### src/rtl/fx3_iq_unpacker_pkg.sv
// Shared I/Q beat definitions for the FX3 sample unpacker and its transmit-side packer.
// Holds the default beat width, the iqsel tag encoding and the pairing-state type.
package fx3_iq_unpacker_pkg;

  localparam int   IQ_W_DEF = 12;
  localparam int   WORD_W_DEF = 2 * IQ_W_DEF;
  localparam logic SEL_I = 1'b0;
  localparam logic SEL_Q = 1'b1;

  typedef enum logic {
    WAIT_I = 1'b0,
    HAVE_I = 1'b1
  } pair_state_e;

endpackage

### src/rtl/fx3_iq_skid_fifo.sv
// Two-entry output buffer. The head entry is a register that drives the master data
// port directly, so m_data stays stable while a word is waiting for ready.
module fx3_iq_skid_fifo #(
  parameter int W = 24
) (
  input  logic         clk,
  input  logic         rst_n,
  input  logic         i_push,
  input  logic [W-1:0] i_data,
  input  logic         i_pop,
  output logic [W-1:0] o_data,
  output logic         o_valid,
  output logic         o_full
);

  logic [W-1:0] r_head;
  logic [W-1:0] r_tail;
  logic [1:0]   r_count;
  logic         w_do_push;
  logic         w_do_pop;

  assign o_data    = r_head;
  assign o_valid   = (r_count != 2'd0);
  assign o_full    = (r_count == 2'd2);
  assign w_do_pop  = i_pop & o_valid;
  assign w_do_push = i_push & (~o_full | w_do_pop);

  always_ff @(posedge clk or negedge rst_n) begin
    if (!rst_n) begin
      r_head  <= '0;
      r_tail  <= '0;
      r_count <= 2'd0;
    end else begin
      case ({w_do_push, w_do_pop})
        2'b10: begin
          if (r_count == 2'd0) r_head <= i_data;
          else                 r_tail <= i_data;
          r_count <= r_count + 2'd1;
        end
        2'b01: begin
          r_head  <= r_tail;
          r_count <= r_count - 2'd1;
        end
        2'b11: begin
          // Simultaneous push/pop keeps the count; the new word lands behind any survivor.
          if (r_count == 2'd1) begin
            r_head <= i_data;
          end else begin
            r_head <= r_tail;
            r_tail <= i_data;
          end
        end
        default: ;
      endcase
    end
  end

endmodule

### src/rtl/fx3_iq_unpacker.sv
// Pairs tagged I/Q sample beats into {Q, I} words, flags out-of-order beats and counts
// them in a saturating, clearable error counter.
module fx3_iq_unpacker
  import fx3_iq_unpacker_pkg::*;
#(
  parameter int IQ_W      = IQ_W_DEF,
  parameter int ERR_CNT_W = 16
) (
  input  logic                 clk,
  input  logic                 rst_n,
  input  logic [IQ_W-1:0]      s_data_i,
  input  logic                 s_iqsel_i,
  input  logic                 s_valid_i,
  output logic                 s_ready_o,
  output logic [2*IQ_W-1:0]    m_data_o,
  output logic                 m_valid_o,
  input  logic                 m_ready_i,
  output logic                 err_o,
  output logic [ERR_CNT_W-1:0] err_cnt_o,
  input  logic                 err_clr_i
);

  localparam logic [ERR_CNT_W-1:0] CNT_ONE = 1;

  pair_state_e          r_state;
  logic [IQ_W-1:0]      r_held_i;
  logic                 r_rdy_en;
  logic                 r_err;
  logic [ERR_CNT_W-1:0] r_err_cnt;

  logic                 w_s_fire;
  logic                 w_push;
  logic                 w_pop;
  logic                 w_full;
  logic                 w_seq_err;
  logic [2*IQ_W-1:0]    w_word;

  // Ready comes only from registers; r_rdy_en holds it low for the first edge after reset.
  assign s_ready_o = r_rdy_en & ((r_state == WAIT_I) | ~w_full);
  assign w_s_fire  = s_valid_i & s_ready_o;
  assign w_push    = w_s_fire & (r_state == HAVE_I) & (s_iqsel_i == SEL_Q);
  assign w_pop     = m_valid_o & m_ready_i;
  assign w_seq_err = w_s_fire &
                     (((r_state == WAIT_I) & (s_iqsel_i == SEL_Q)) |
                      ((r_state == HAVE_I) & (s_iqsel_i == SEL_I)));
  assign w_word    = {s_data_i, r_held_i};

  assign err_o     = r_err;
  assign err_cnt_o = r_err_cnt;

  always_ff @(posedge clk or negedge rst_n) begin
    if (!rst_n) begin
      r_state   <= WAIT_I;
      r_held_i  <= '0;
      r_rdy_en  <= 1'b0;
      r_err     <= 1'b0;
      r_err_cnt <= '0;
    end else begin
      r_rdy_en <= 1'b1;
      r_err    <= w_seq_err;
      if (err_clr_i)
        r_err_cnt <= '0;
      else if (w_seq_err && (r_err_cnt != '1))
        r_err_cnt <= r_err_cnt + CNT_ONE;
      if (w_s_fire) begin
        case (r_state)
          WAIT_I: begin
            if (s_iqsel_i == SEL_I) begin
              r_held_i <= s_data_i;
              r_state  <= HAVE_I;
            end
          end
          HAVE_I: begin
            // A second I resyncs to the newest one; a Q completes the pair.
            if (s_iqsel_i == SEL_I) r_held_i <= s_data_i;
            else                    r_state  <= WAIT_I;
          end
          default: r_state <= WAIT_I;
        endcase
      end
    end
  end

  fx3_iq_skid_fifo #(
    .W (2 * IQ_W)
  ) u_out_fifo (
    .clk     (clk),
    .rst_n   (rst_n),
    .i_push  (w_push),
    .i_data  (w_word),
    .i_pop   (w_pop),
    .o_data  (m_data_o),
    .o_valid (m_valid_o),
    .o_full  (w_full)
  );

endmodule

### config.mk
export PLATFORM = sky130hd
export DESIGN_NAME = fx3_iq_unpacker
export DESIGN_NICKNAME = d
export VERILOG_FILES = /design/src/rtl/fx3_iq_unpacker_pkg.sv /design/src/rtl/fx3_iq_skid_fifo.sv /design/src/rtl/fx3_iq_unpacker.sv
export SDC_FILE = /design/constraint.sdc
export NUM_CORES = 1
export LEC_CHECK = 0
export BUFFER_PORTS_ARGS = -buffer_cell sky130_fd_sc_hd__buf_2
export CORE_ASPECT_RATIO = 0.75
export CORE_MARGIN = 3
export CORE_UTILIZATION = 56
export DETAILED_ROUTE_END_ITERATION = 12
export PLACE_DENSITY = 0.83
export RECOVER_POWER = 25
export SLEW_MARGIN = 20
export SYNTH_ARGS = -nofsm -noshare
export SYNTH_HDL_FRONTEND = slang
export SYNTH_SLANG_ARGS = --single-unit
### constraint.sdc
create_clock -name clk -period 2.85 [get_ports clk]
set_clock_uncertainty 0.2 [all_clocks]
set_input_delay 0.57 -clock clk [delete_from_list [all_inputs] [get_ports clk]]
set_output_delay 0.57 -clock clk [all_outputs]
set_load 0.1 [all_outputs]
---- Word-level counts from Yosys, hierarchy flattened ----
Cells that the tools add are included.
operators by class
  bitwise operators ....................... 16
  reductions and logical operators ........ 10
  add/subtract/negate cells ............... 3
  equal/unequal tests ..................... 9
  multiplexer cells ....................... 11
operator list
  kind                     count
  $mux W24                 4
  $pmux W24 S3             1
  $pmux W24 S2             1
  $mux W16                 2
  $add A16 B1 Y16 const B  1
  $ne A16 B16 Y1 const B   1
  $mux W12                 1
  $and A1 B1 Y1            10
  $reduce_bool A2 Y1       4
  $eq A2 B2 Y1 const B     3
  $eq A2 B1 Y1 const B     2
  $ne A2 B2 Y1 const B     2
  $pmux W2 S2              1
  $reduce_and A2 Y1        2
  $not A1 Y1               3
  $or A1 B1 Y1             3
  $reduce_and A3 Y1        1
  $reduce_bool A3 Y1       1
  $add A2 B1 Y2 const B    1
  $logic_not A2 Y1         1
  $ne A2 B1 Y1 const B     1
  $sub A2 B1 Y2 const B    1
  $logic_and A1 B1 Y1      1
  $mux W1                  1
word-level totals
  flip-flop bits (word level) ............. 81
  input port bits ......................... 18
  output and inout bits ................... 43
  word-level logic and storage cells ...... 57

---- Logic depth before layout (Yosys ltp) ----
Gate-level depths: netlist of run 1.
  word-level depth ........................ 11
  mapped depth ............................ 11
  depth with buffers taken out ............ 8

---- Cells and area by module ----
From an unflattened synthesis of run 1, not the netlist that was laid out.
second synthesis, totals
  cell total of the unflattened synthesis .. 351
  area, all modules ....................... 3885.0 um^2
by module, submodules not included
  module            sequential area each (um^2)  instances  cells an instance  area an instance (um^2)
  fx3_iq_skid_fifo  1251.2                       1          212                2383.5
  fx3_iq_unpacker   775.7                        1          139                1501.4

---- Least setup slack after synthesis of run 1 ----
No wires, ideal clock.
  path kind ............................... register to output
  start point ............................. reg u_out_fifo.r_count[0]
  end point ............................... out s_ready_o
  path slack .............................. -0.791 ns
  required time ........................... 2.080 ns
  arrival ................................. 2.871 ns
  buffers on the path ..................... 0
  stages on the path, launching flop included .. 4
  cells stage by stage .................... dfrtp_1 > inv_1 > ha_1 > a21boi_0
between the ends
  longest elaborated chain between the ends .. 4
ends and longest elaborated chain
  item                    line                    RTL
  from (decl)             fx3_iq_skid_fifo.sv:18  logic [1:0] r_count;
  from (signal assigned)  fx3_iq_skid_fifo.sv:38  r_count <= r_count + 2'd1;
  from (signal assigned)  fx3_iq_skid_fifo.sv:42  r_count <= r_count - 2'd1;
  $eq A2 B2 Y1            fx3_iq_skid_fifo.sv:24  assign o_full = (r_count == 2'd2);
  $not A1 Y1              fx3_iq_unpacker.sv:39   assign s_ready_o = r_rdy_en & ((r_state == WAIT_I) | ~w_full);
  $or A1 B1 Y1            fx3_iq_unpacker.sv:39
  $and A1 B1 Y1           fx3_iq_unpacker.sv:39
  to (decl)               fx3_iq_unpacker.sv:14   output logic s_ready_o,
No other way between the ends.

---- Final worst setup path of run 1 ----
  start point ............................. reg u_out_fifo.r_count[0]
  end point ............................... reg u_out_fifo.r_head[22], in the netlist u_out_fifo.o_data[22]
between the ends
  longest elaborated chain between the ends .. 11
  elaborated cells on any way between the ends .. 22
  those cells by class .................... eq/ne (6); mux (2); bitwise (10); reduce/logical (4)
ends and longest elaborated chain
  item                                                          line                                           RTL
  $eq A2 B2 Y1                                                  fx3_iq_skid_fifo.sv:24
  $not A1 Y1                                                    fx3_iq_skid_fifo.sv:26, fx3_iq_unpacker.sv:39
  $or A1 B1 Y1                                                  fx3_iq_unpacker.sv:39
  $and A1 B1 Y1                                                 fx3_iq_unpacker.sv:39
  $and A1 B1 Y1                                                 fx3_iq_unpacker.sv:40                          assign w_s_fire = s_valid_i & s_ready_o;
  $and A1 B1 Y1 (2 in series)                                   fx3_iq_unpacker.sv:41                          assign w_push = w_s_fire & (r_state == HAVE_I) & (s_iqsel_i == SEL_Q);
  $and A1 B1 Y1                                                 fx3_iq_skid_fifo.sv:26                         assign w_do_push = i_push & (~o_full | w_do_pop);
  $eq A2 B2 Y1 or $eq A2 B1 Y1 (tied branches)                  fx3_iq_skid_fifo.sv:34                         case ({w_do_push, w_do_pop})
  $ne A2 B1 Y1 (no line) or $reduce_bool A3 Y1 (tied branches)  --
  $reduce_and A2 Y1 (no line)                                   --
  to (signal assigned)                                          fx3_iq_skid_fifo.sv:36                         if (r_count == 2'd0) r_head <= i_data;
  to (signal assigned)                                          fx3_iq_skid_fifo.sv:41                         r_head <= r_tail;
  to (signal assigned)                                          fx3_iq_skid_fifo.sv:47                         r_head <= i_data;
  to (decl)                                                     fx3_iq_skid_fifo.sv:16                         logic [W-1:0] r_head;
Several ways; a longest one is shown, not always the timed one.
A chain may end at the register's enable or synchronous reset.

==> reports/qor.csv, run 1 <==
stage;metric;value;unit
clock_network;post-CTS sizing;0;
worst_setup_path;CP Depth;9;
worst_setup_path;crit path buf inv count;3;
clock_network;clock-pin transition on the worst setup and hold timing paths;0.09;ns
drt;Detailed Route WL;7490;um
worst_setup_path;Slowest-stage cell, CP;dfrtp_1;
sta;Final Critical Period;2.59;ns
drt;drt wl/cell;17.1;um
die;die width;101;um
drt;DRC;0;
drt;Via density;5.79;
sta;Fin. Hold Viols;0;
die;Die ar.;0.00777;sq mm
cells_and_area;fin cells;438;
worst_setup_path;Crit path max-delay family;adder cells;
clock_network;clk root buf;clkbuf_8;
cells_and_area;final layout net count;377;
drt;Initial DRC Count;143;
yosys;Post-Syn Instances;292;
die;num rows;25;
status;status;completed;
yosys;Syn Area/Cell;12.9;sq um
cells_and_area;area delta synth->final;14.8;%
power;clock network fraction of total power;17.0;%
cells_and_area;layout cells sized above 1;43.1;%
worst_setup_path;Crit path arrival time;2.63;ns
min_path;hold depth;2;
placement;IO buf count;60;
worst_setup_path;crit path kind;reg2reg;
min_path;Hold Path Class;in2reg;
worst_setup_path;slowest stage delay, CP;0.40;ns
worst_setup_path;worst endpoint required time;2.89;ns
sta;Tcrit/Tclk final;90.8;%
power;peak supply drop;0.000655;V
power;Switch Pwr;0.00237;W
job;max-cap violation count;0;
clock_network;Clock Path Buffers;2;
global_routing;Total GRT Usage;20.8;%
drt;Vias;2534;
worst_setup_path;FF-to-FF Start;u_out_fifo.r_count[0];
sta;Final setup viols;0;
yosys;syn_nets;317;
die;DIE HEIGHT;77.1;um
sta;RSZ-0062 raised after global routing;no;
cells_and_area;Multi-input gate area;0.00161;sq mm
sta;Worst Hold Margin;0.273;ns
cells_and_area;design area;0.00433;sq mm
clock_network;H-Tree Level Count;3;
placement;placed cell area;0.00413;sq mm
sta;worst slew pin tran;0.996;ns
drt;drt first pass iters;4;
clock_network;CTS tree;yes;
power;sw frac;47.8;%
global_routing;antenna violations before repair;0;
die;Core ar.;0.00641;sq mm
global_routing;number of global-route vias before repair;2535;
min_path;Hold Crit Start;s_data_i[6];
yosys;post-synthesis sequential area ratio;53.7;%
worst_setup_path;crit path cell chain;inv_1 -> ha_1 -> nor3_1 -> inv_1 -> ha_1 -> o21a_1 -> buf_4 -> a22o_1 -> mux2_2;
power;Pleak;2.01;nW
sta;Max Freq;386;MHz
clock_network;clock sinks;81;
sta;Slew Limit Fails;0;
yosys;synthesized area;0.00377;sq mm
yosys;count of different cell masters after synthesis;40;
global_routing;largest net degree at the start of global routing;46;
yosys;yosys warns;0;
placement;placed cell count;421;
cells_and_area;ant diodes;0;
power;P_int;0.00259;W
cells_and_area;Register Area;0.00203;sq mm
placement;DP HPWL;5020;um
power;Final Power;0.00496;W
drt;Detail Route Antenna Nets;0;
sta;Max-Slew Margin vs Limit;33.5;%
global_routing;global-route wire length before repair;12700;um
yosys;synthesized flop and latch total;81;
cells_and_area;fillers;477;
die;Top Ports;61;
clock_network;TritonCTS buffer count;9;
worst_setup_path;R2R Setup Slk;0.26;ns
power;PD cells;1150;mW/mm^2
worst_setup_path;Register-to-Register Path Depth;9;
worst_setup_path;Worst Setup SP;u_out_fifo.r_count[0];
power;Logic pwr share;47.3;%
placement;RePlAce Congestion;0.751;
worst_setup_path;Worst Path Max Fanout;24;
clock_network;Worst-Skew Late Latency;0.36;ns
sta;Final TNS setup;0;ns
worst_setup_path;Crit. End Element;flip-flop;
global_routing;grt total ovfl;0;
worst_setup_path;crit start category;flip-flop;
power;Seq pwr share;35.6;%
die;Initial Utilization;58.8;%
-- sequential cells by signal, summed over array words and instances (netlist names) --
register            flops
u_out_fifo.o_data      24
r_state                 1
r_held_i               12
err_cnt_o              16
r_rdy_en                1
err_o                   1
u_out_fifo.r_count      2
u_out_fifo.r_tail      24
-- power by group through the flow --
stage	clock network (W)	logic, W	registers [W]
3_5_place_dp	0	0.00236	0.00179
5_1_grt	0.000915	0.00246	0.00182
2_1_floorplan	0	0.000849	0.00288
4_1_cts	0.000862	0.00237	0.00177
6_report	0.000845	0.00235	0.00177
3_3_place_gp	0	0.00231	0.00176
-- worst register-to-register path, delay by kind of cell (launching register included) --
family                   cells  cell delay, ns
flip-flops                   1            0.40
adder cells (fa/ha/maj)      2            0.51
multiplexers                 1            0.27
AO/OA/AOI/OAI                2            0.40
buffers and inverters        3            0.38
AND/OR/NAND/NOR              1            0.33
-- Yosys cell counts (all sizes together) --
master	count	area [sq um]
nor2b	7	43.8
a22o	24	210
conb	1	3.75
o211a	1	10.0
o21a	1	7.51
or4	9	67.6
nor4b	1	15.0
dfrtp	81	2030
nand3b	1	7.51
xnor2	2	17.5
a21oi	13	68.8
and2	1	6.26
nand2	13	51.3
mux2	64	721
nor4	3	18.8
or3	2	12.5
ha	7	87.6
a21boi	1	7.51
and4	1	11.3
a211o	1	8.76
nor3	1	5.00
and3b	1	8.76
nor3b	1	12.5
nand4	5	31.3
and3	3	23.8
buf	10	62.6
o31ai	9	67.6
o21bai	1	11.3
and4bb	1	16.3
o21ai	6	30.0
nor2	4	15.0
o211ai	1	7.51
clkbuf	7	46.3
inv	7	26.3
nand3	1	5.00
-- per-stage QoR --
step,utilization [%],setup slack [ns]
after global routing,67.5,0.0856
after global placement,64.5,0.294
final,67.5,0.262
after floorplan,-,0.232
after detailed placement,64.5,0.244
after CTS,67.7,0.236
-- cells by family after synthesis --
family | synth area share [%]
other cells | 0.0994
compound gates | 11.4
xor+xnor | 0.464
fa+ha+maj | 2.32
mux | 19.1
buf+inv | 3.58
simple gates | 9.32
flops | 53.7
-- final timing paths --
| path | end |
|---|---|
| min reg2reg | u_out_fifo.o_data[1] |
| max | u_out_fifo.o_data[22] |
| max in group asynchronous | r_held_i[4] |
| max reg2reg | u_out_fifo.o_data[22] |
| min in group asynchronous | u_out_fifo.o_data[12] |
| min | r_held_i[6] |
-- cell usage in the layout, fill, tap and decap left out, drive strengths merged, types with 3 or more instances in the layout --
cell type,instances
o21ai,6
a21oi,13
inv,10
a22o,24
and3,3
dfrtp,81
nand4,5
nor2,4
nor4,3
o31ai,9
mux2,64
clkbuf,11
or4,9
nand2,13
ha,7
buf,63
nor2b,7
-- routing by layer --
layer,vias to the layer above,wire (um),GRT usage [%]
met5,-,0,0
li1,1204,-,-
met1,1270,3450,28.6
met2,52,3640,32.6
met4,0,71,4.31
met3,8,324,6.64
-- what timing repair did --
item | 4_1_cts | 5_1_grt
hold buffers | 1 | 0
buffers inserted | 0 | 0
endpoints found under the hold margin | 36 | 0
-- layout make-up --
class / count / area share (%)
timing repair buffer: 66 / 8.32
clock buffer: 9 / 2.86
multi-input combinational: 187 / 37.3
tap: 81 / 2.34
clock inverter: 7 / 1.76
sequential: 81 / 46.8
inverter: 7 / 0.607
Power figures use the tool's default switching activity.
==> run 2, diff against run 1 <==
ABC_AREA = 1   (was not set)
CORE_UTILIZATION = 57   (was 56)
PLACE_DENSITY = 0.84   (was 0.83)
==> run 2 against run 1 <==
  * Final cell count up 44%
  * Critical path depth up 1
  * Register-to-register slack better by 0.04 ns
  * Non-clock buffer count up 1
  * Routed wire length up 24%
  * Design area up 3.2%
  * Setup slack better by 0.037 ns
  * Utilization up 1.1 points
  * Combinational power about the same
  * Critical path type unchanged
  * Critical endpoint is now u_out_fifo.r_tail[15]
  * Highest routed layer unchanged
==> reports/qor.csv, run 2 <==
stage;metric;value;unit;change
yosys;Post-synth EDFFs;0;;unchanged
cells_and_area;Register Area;0.00203;sq mm;unchanged
cells_and_area;layout cells sized above 1;18.2;%;-25 points
power;peak supply drop;0.000902;V;+38%
sta;Max Freq;392;MHz;+1.5%
cells_and_area;most common cell after layout, fill and taps aside;nand2_1;;
yosys;synthesized area;0.00396;sq mm;+5.0%
clock_network;Clock Path Buffers;2;;unchanged
yosys;Syn Area/Cell;8.15;sq um;-37%
worst_setup_path;Slowest-stage cell, CP;dfrtp_1;;
worst_setup_path;slowest stage delay, CP;0.41;ns;about the same
sta;Final Critical Period;2.55;ns;-0.0371 ns
drt;Via density;5.45;;-5.7%
worst_setup_path;crit path cell chain;inv_1 -> ha_1 -> inv_2 -> nand2_2 -> buf_4 -> ha_1 -> nand2_1 -> o211ai_1 -> buf_4 -> o21ai_0;;
clock_network;TritonCTS buffer count;9;;unchanged
yosys;synthesized flop and latch total;81;;unchanged
global_routing;grt total ovfl;0;;unchanged
global_routing;Total GRT Usage;24.3;%;+3.5 points
yosys;ranking of synthesized cells by area;dfrtp_1 (51%), nand2_1 (14%), inv_1 (6.0%);;
power;Pleak;2.36;nW;+18%
worst_setup_path;worst endpoint required time;2.87;ns;-0.02 ns
worst_setup_path;Worst Path Max Fanout;48;;+100%
clock_network;clk root buf;clkbuf_8;;
yosys;Synth area leader;dfrtp_1;;
clock_network;CTS tree;yes;;
sta;Max-Slew Margin vs Limit;37.5;%;+4.0 points
drt;Detailed Route WL;9290;um;+24%
worst_setup_path;R2R Setup Slk;0.30;ns;+0.04 ns
yosys;Yosys top cell area share;51.2;%;-2.5 points
clock_network;Worst-Skew Late Latency;0.35;ns;about the same
cells_and_area;fillers;521;;+9.2%
worst_setup_path;Worst Setup SP;u_out_fifo.r_count[0];;
worst_setup_path;Crit. End Element;flip-flop;;
yosys;syn_nets;511;;+61%
clock_network;post-CTS sizing;0;;unchanged
yosys;count of different cell masters after synthesis;30;;-25%
worst_setup_path;Register-to-Register Path Depth;10;;+1
clock_network;H-Tree Level Count;3;;unchanged
min_path;Worst Hold End;r_held_i[9];;
cells_and_area;Multi-input gate area;0.00157;sq mm;-2.9%
worst_setup_path;FF-to-FF End;u_out_fifo.r_tail[15];;
clock_network;clock-pin transition on the worst setup and hold timing paths;0.08;ns;about the same
die;DIE HEIGHT;78.2;um;+1.4%
drt;drt wl/cell;14.7;um;-14%
job;max-cap violation count;0;;unchanged
drt;drt first pass iters;5;;+1
sta;Slew Limit Fails;0;;unchanged
yosys;post-synthesis sequential area ratio;51.2;%;-2.5 points
die;num rows;25;;unchanged
cells_and_area;ant diodes;0;;unchanged
yosys;Post-Syn Instances;486;;+66%
cells_and_area;area delta synth->final;12.8;%;
die;die width;102;um;+1.5%
sta;Fin. Hold Viols;0;;unchanged
placement;DP HPWL;6280;um;+25%
status;status;completed;;
die;Top Ports;61;;unchanged
sta;worst slew pin tran;0.938;ns;-0.0587 ns
yosys;asr flop ratio synth;100;%;unchanged
die;Die ar.;0.00799;sq mm;+2.9%
drt;Vias;3436;;+36%
min_path;Hold Path Class;in2reg;;
worst_setup_path;FF-to-FF Start;u_out_fifo.r_count[0];;
min_path;Hold Crit Start;s_data_i[9];;
global_routing;antenna violations before repair;0;;unchanged
worst_setup_path;Crit path arrival time;2.57;ns;-0.06 ns
global_routing;number of global-route vias before repair;3238;;+28%
worst_setup_path;crit start category;flip-flop;;
sta;Final TNS setup;0;ns;unchanged
sta;Final setup viols;0;;unchanged
clock_network;clock sinks;81;;unchanged
cells_and_area;final layout net count;569;;+51%
global_routing;largest net degree at the start of global routing;49;;+6.5%
placement;RePlAce Congestion;0.891;;+19%
cells_and_area;commonest non-fill, non-tap cells in the layout;nand2_1 (148), dfrtp_1 (81), inv_1 (63);;
drt;DRC;0;;unchanged
die;Core ar.;0.00651;sq mm;+1.5%
min_path;hold depth;3;;+1
die;Initial Utilization;60.9;%;+2.0 points
yosys;synth cell count leaders;nand2_1 (148), dfrtp_1 (81), inv_1 (63);;
sta;Worst Hold Margin;0.244;ns;-0.0292 ns
power;PD cells;1070;mW/mm^2;-6.4%
drt;Detail Route Antenna Nets;0;;unchanged
sta;RSZ-0062 raised after global routing;no;;
placement;IO buf count;60;;unchanged
worst_setup_path;crit path kind;reg2reg;;
drt;Initial DRC Count;240;;+68%
yosys;count leader, synth;nand2_1;;
yosys;yosys warns;0;;unchanged
global_routing;global-route wire length before repair;15300;um;+20%
sta;Tcrit/Tclk final;89.5;%;-1.3 points
yosys;Most used DFF post-synth;dfrtp_1;;
==> run 2: cell count changes after synthesis, moves of 7 or more <==
cell | before | now
o21ai_0 | 6 | 40
o31ai_1 | 9 | 0
a21oi_1 | 12 | 0
nand2_1 | 12 | 148
or4_1 | 9 | 0
o22ai_1 | 0 | 24
inv_1 | 7 | 63
nor2b_1 | 7 | 0
mux2_2 | 64 | 0
nand3_1 | 1 | 33
nor2_1 | 4 | 24
a22o_1 | 24 | 0
==> run 2: per-stage QoR <==
step / power (W) / cells / worst slack, ns / util [%] / instance area (sq um)
5_1_grt: 0.00506 / 630 / 0.0828 / 68.7 / 4470
2_1_floorplan: 0.00364 / 486 / 0.151 / - / 3960
3_3_place_gp: 0.00400 / 613 / 0.251 / 66.1 / 4300
4_1_cts: 0.00481 / 630 / 0.0883 / 68.8 / 4480
6_report: 0.00479 / 630 / 0.299 / 68.7 / 4470
3_5_place_dp: 0.00407 / 613 / 0.0952 / 66.1 / 4300
==> run 2: report_power, final <==
| part | total (W) | internal (W) | switching, W |
|---|---|---|---|
| clock network | 0.000722 | 0.000316 | 0.000407 |
| registers | 0.00173 | 0.00152 | 0.000206 |
| logic | 0.00234 | 0.000455 | 0.00189 |
| total | 0.00479 | 0.00229 | 0.00250 |
==> run 2: metal layers <==
metal | global-route usage (%) | vias up | share of wire, %
met5 | 0 | - | 0
met4 | 8.39 | 0 | 2.0
met3 | 6.04 | 23 | 7.6
met2 | 36.4 | 143 | 44
met1 | 34.5 | 1614 | 46
li1 | - | 1656 | -
==> run 2: timing repair <==
item | CTS | global route
buffers inserted | 0 | 0
hold buffers | 1 | 0
hold endpoints to repair | 28 | 0
==> run 2: cell type report <==
| class | count | area share (%) |
|---|---|---|
| clock buffers | 11 | 2.94 |
| clock inverters | 5 | 0.728 |
| multi-input cells | 318 | 35.1 |
| inverters | 67 | 5.63 |
| flip-flops and latches | 81 | 45.4 |
| repair buffers | 67 | 7.96 |
| well taps | 81 | 2.27 |
==> run 2: cell families (layout without fill, tap and decap cells) <==
family	count (synthesis)	in the layout	synth area share, %
and+or+nand+nor	232	232	25.4
buffers and inverters	87	150	9.35
DFF	81	81	51.2
AOI/OAI and AO/OA	70	70	9.98
xor gates and xnor gates	8	8	1.77
adders and majority gates	7	7	2.21
other	1	1	0.0947
==> run 2: worst max-delay path, delay by kind of cell, from the launching register on <==
family | cells | cell delay [ns]
AND/OR/NAND/NOR | 2 | 0.15
buffers and inverters | 4 | 0.88
flip-flops | 1 | 0.41
adder cells (fa/ha/maj) | 2 | 0.50
AO/OA/AOI/OAI | 2 | 0.27
==> run 2: worst max path at each step <==
stage	endpoint	slack, ns	cells after the start
final	u_out_fifo.r_tail[15]	0.30	10
after global placement	u_out_fifo.o_data[10]	0.25	8
after global routing	u_out_fifo.r_tail[15]	0.08	10
after detailed placement	u_out_fifo.o_data[16]	0.1	10
after floorplan	u_out_fifo.r_tail[10]	0.15	10
after CTS	u_out_fifo.o_data[16]	0.09	10
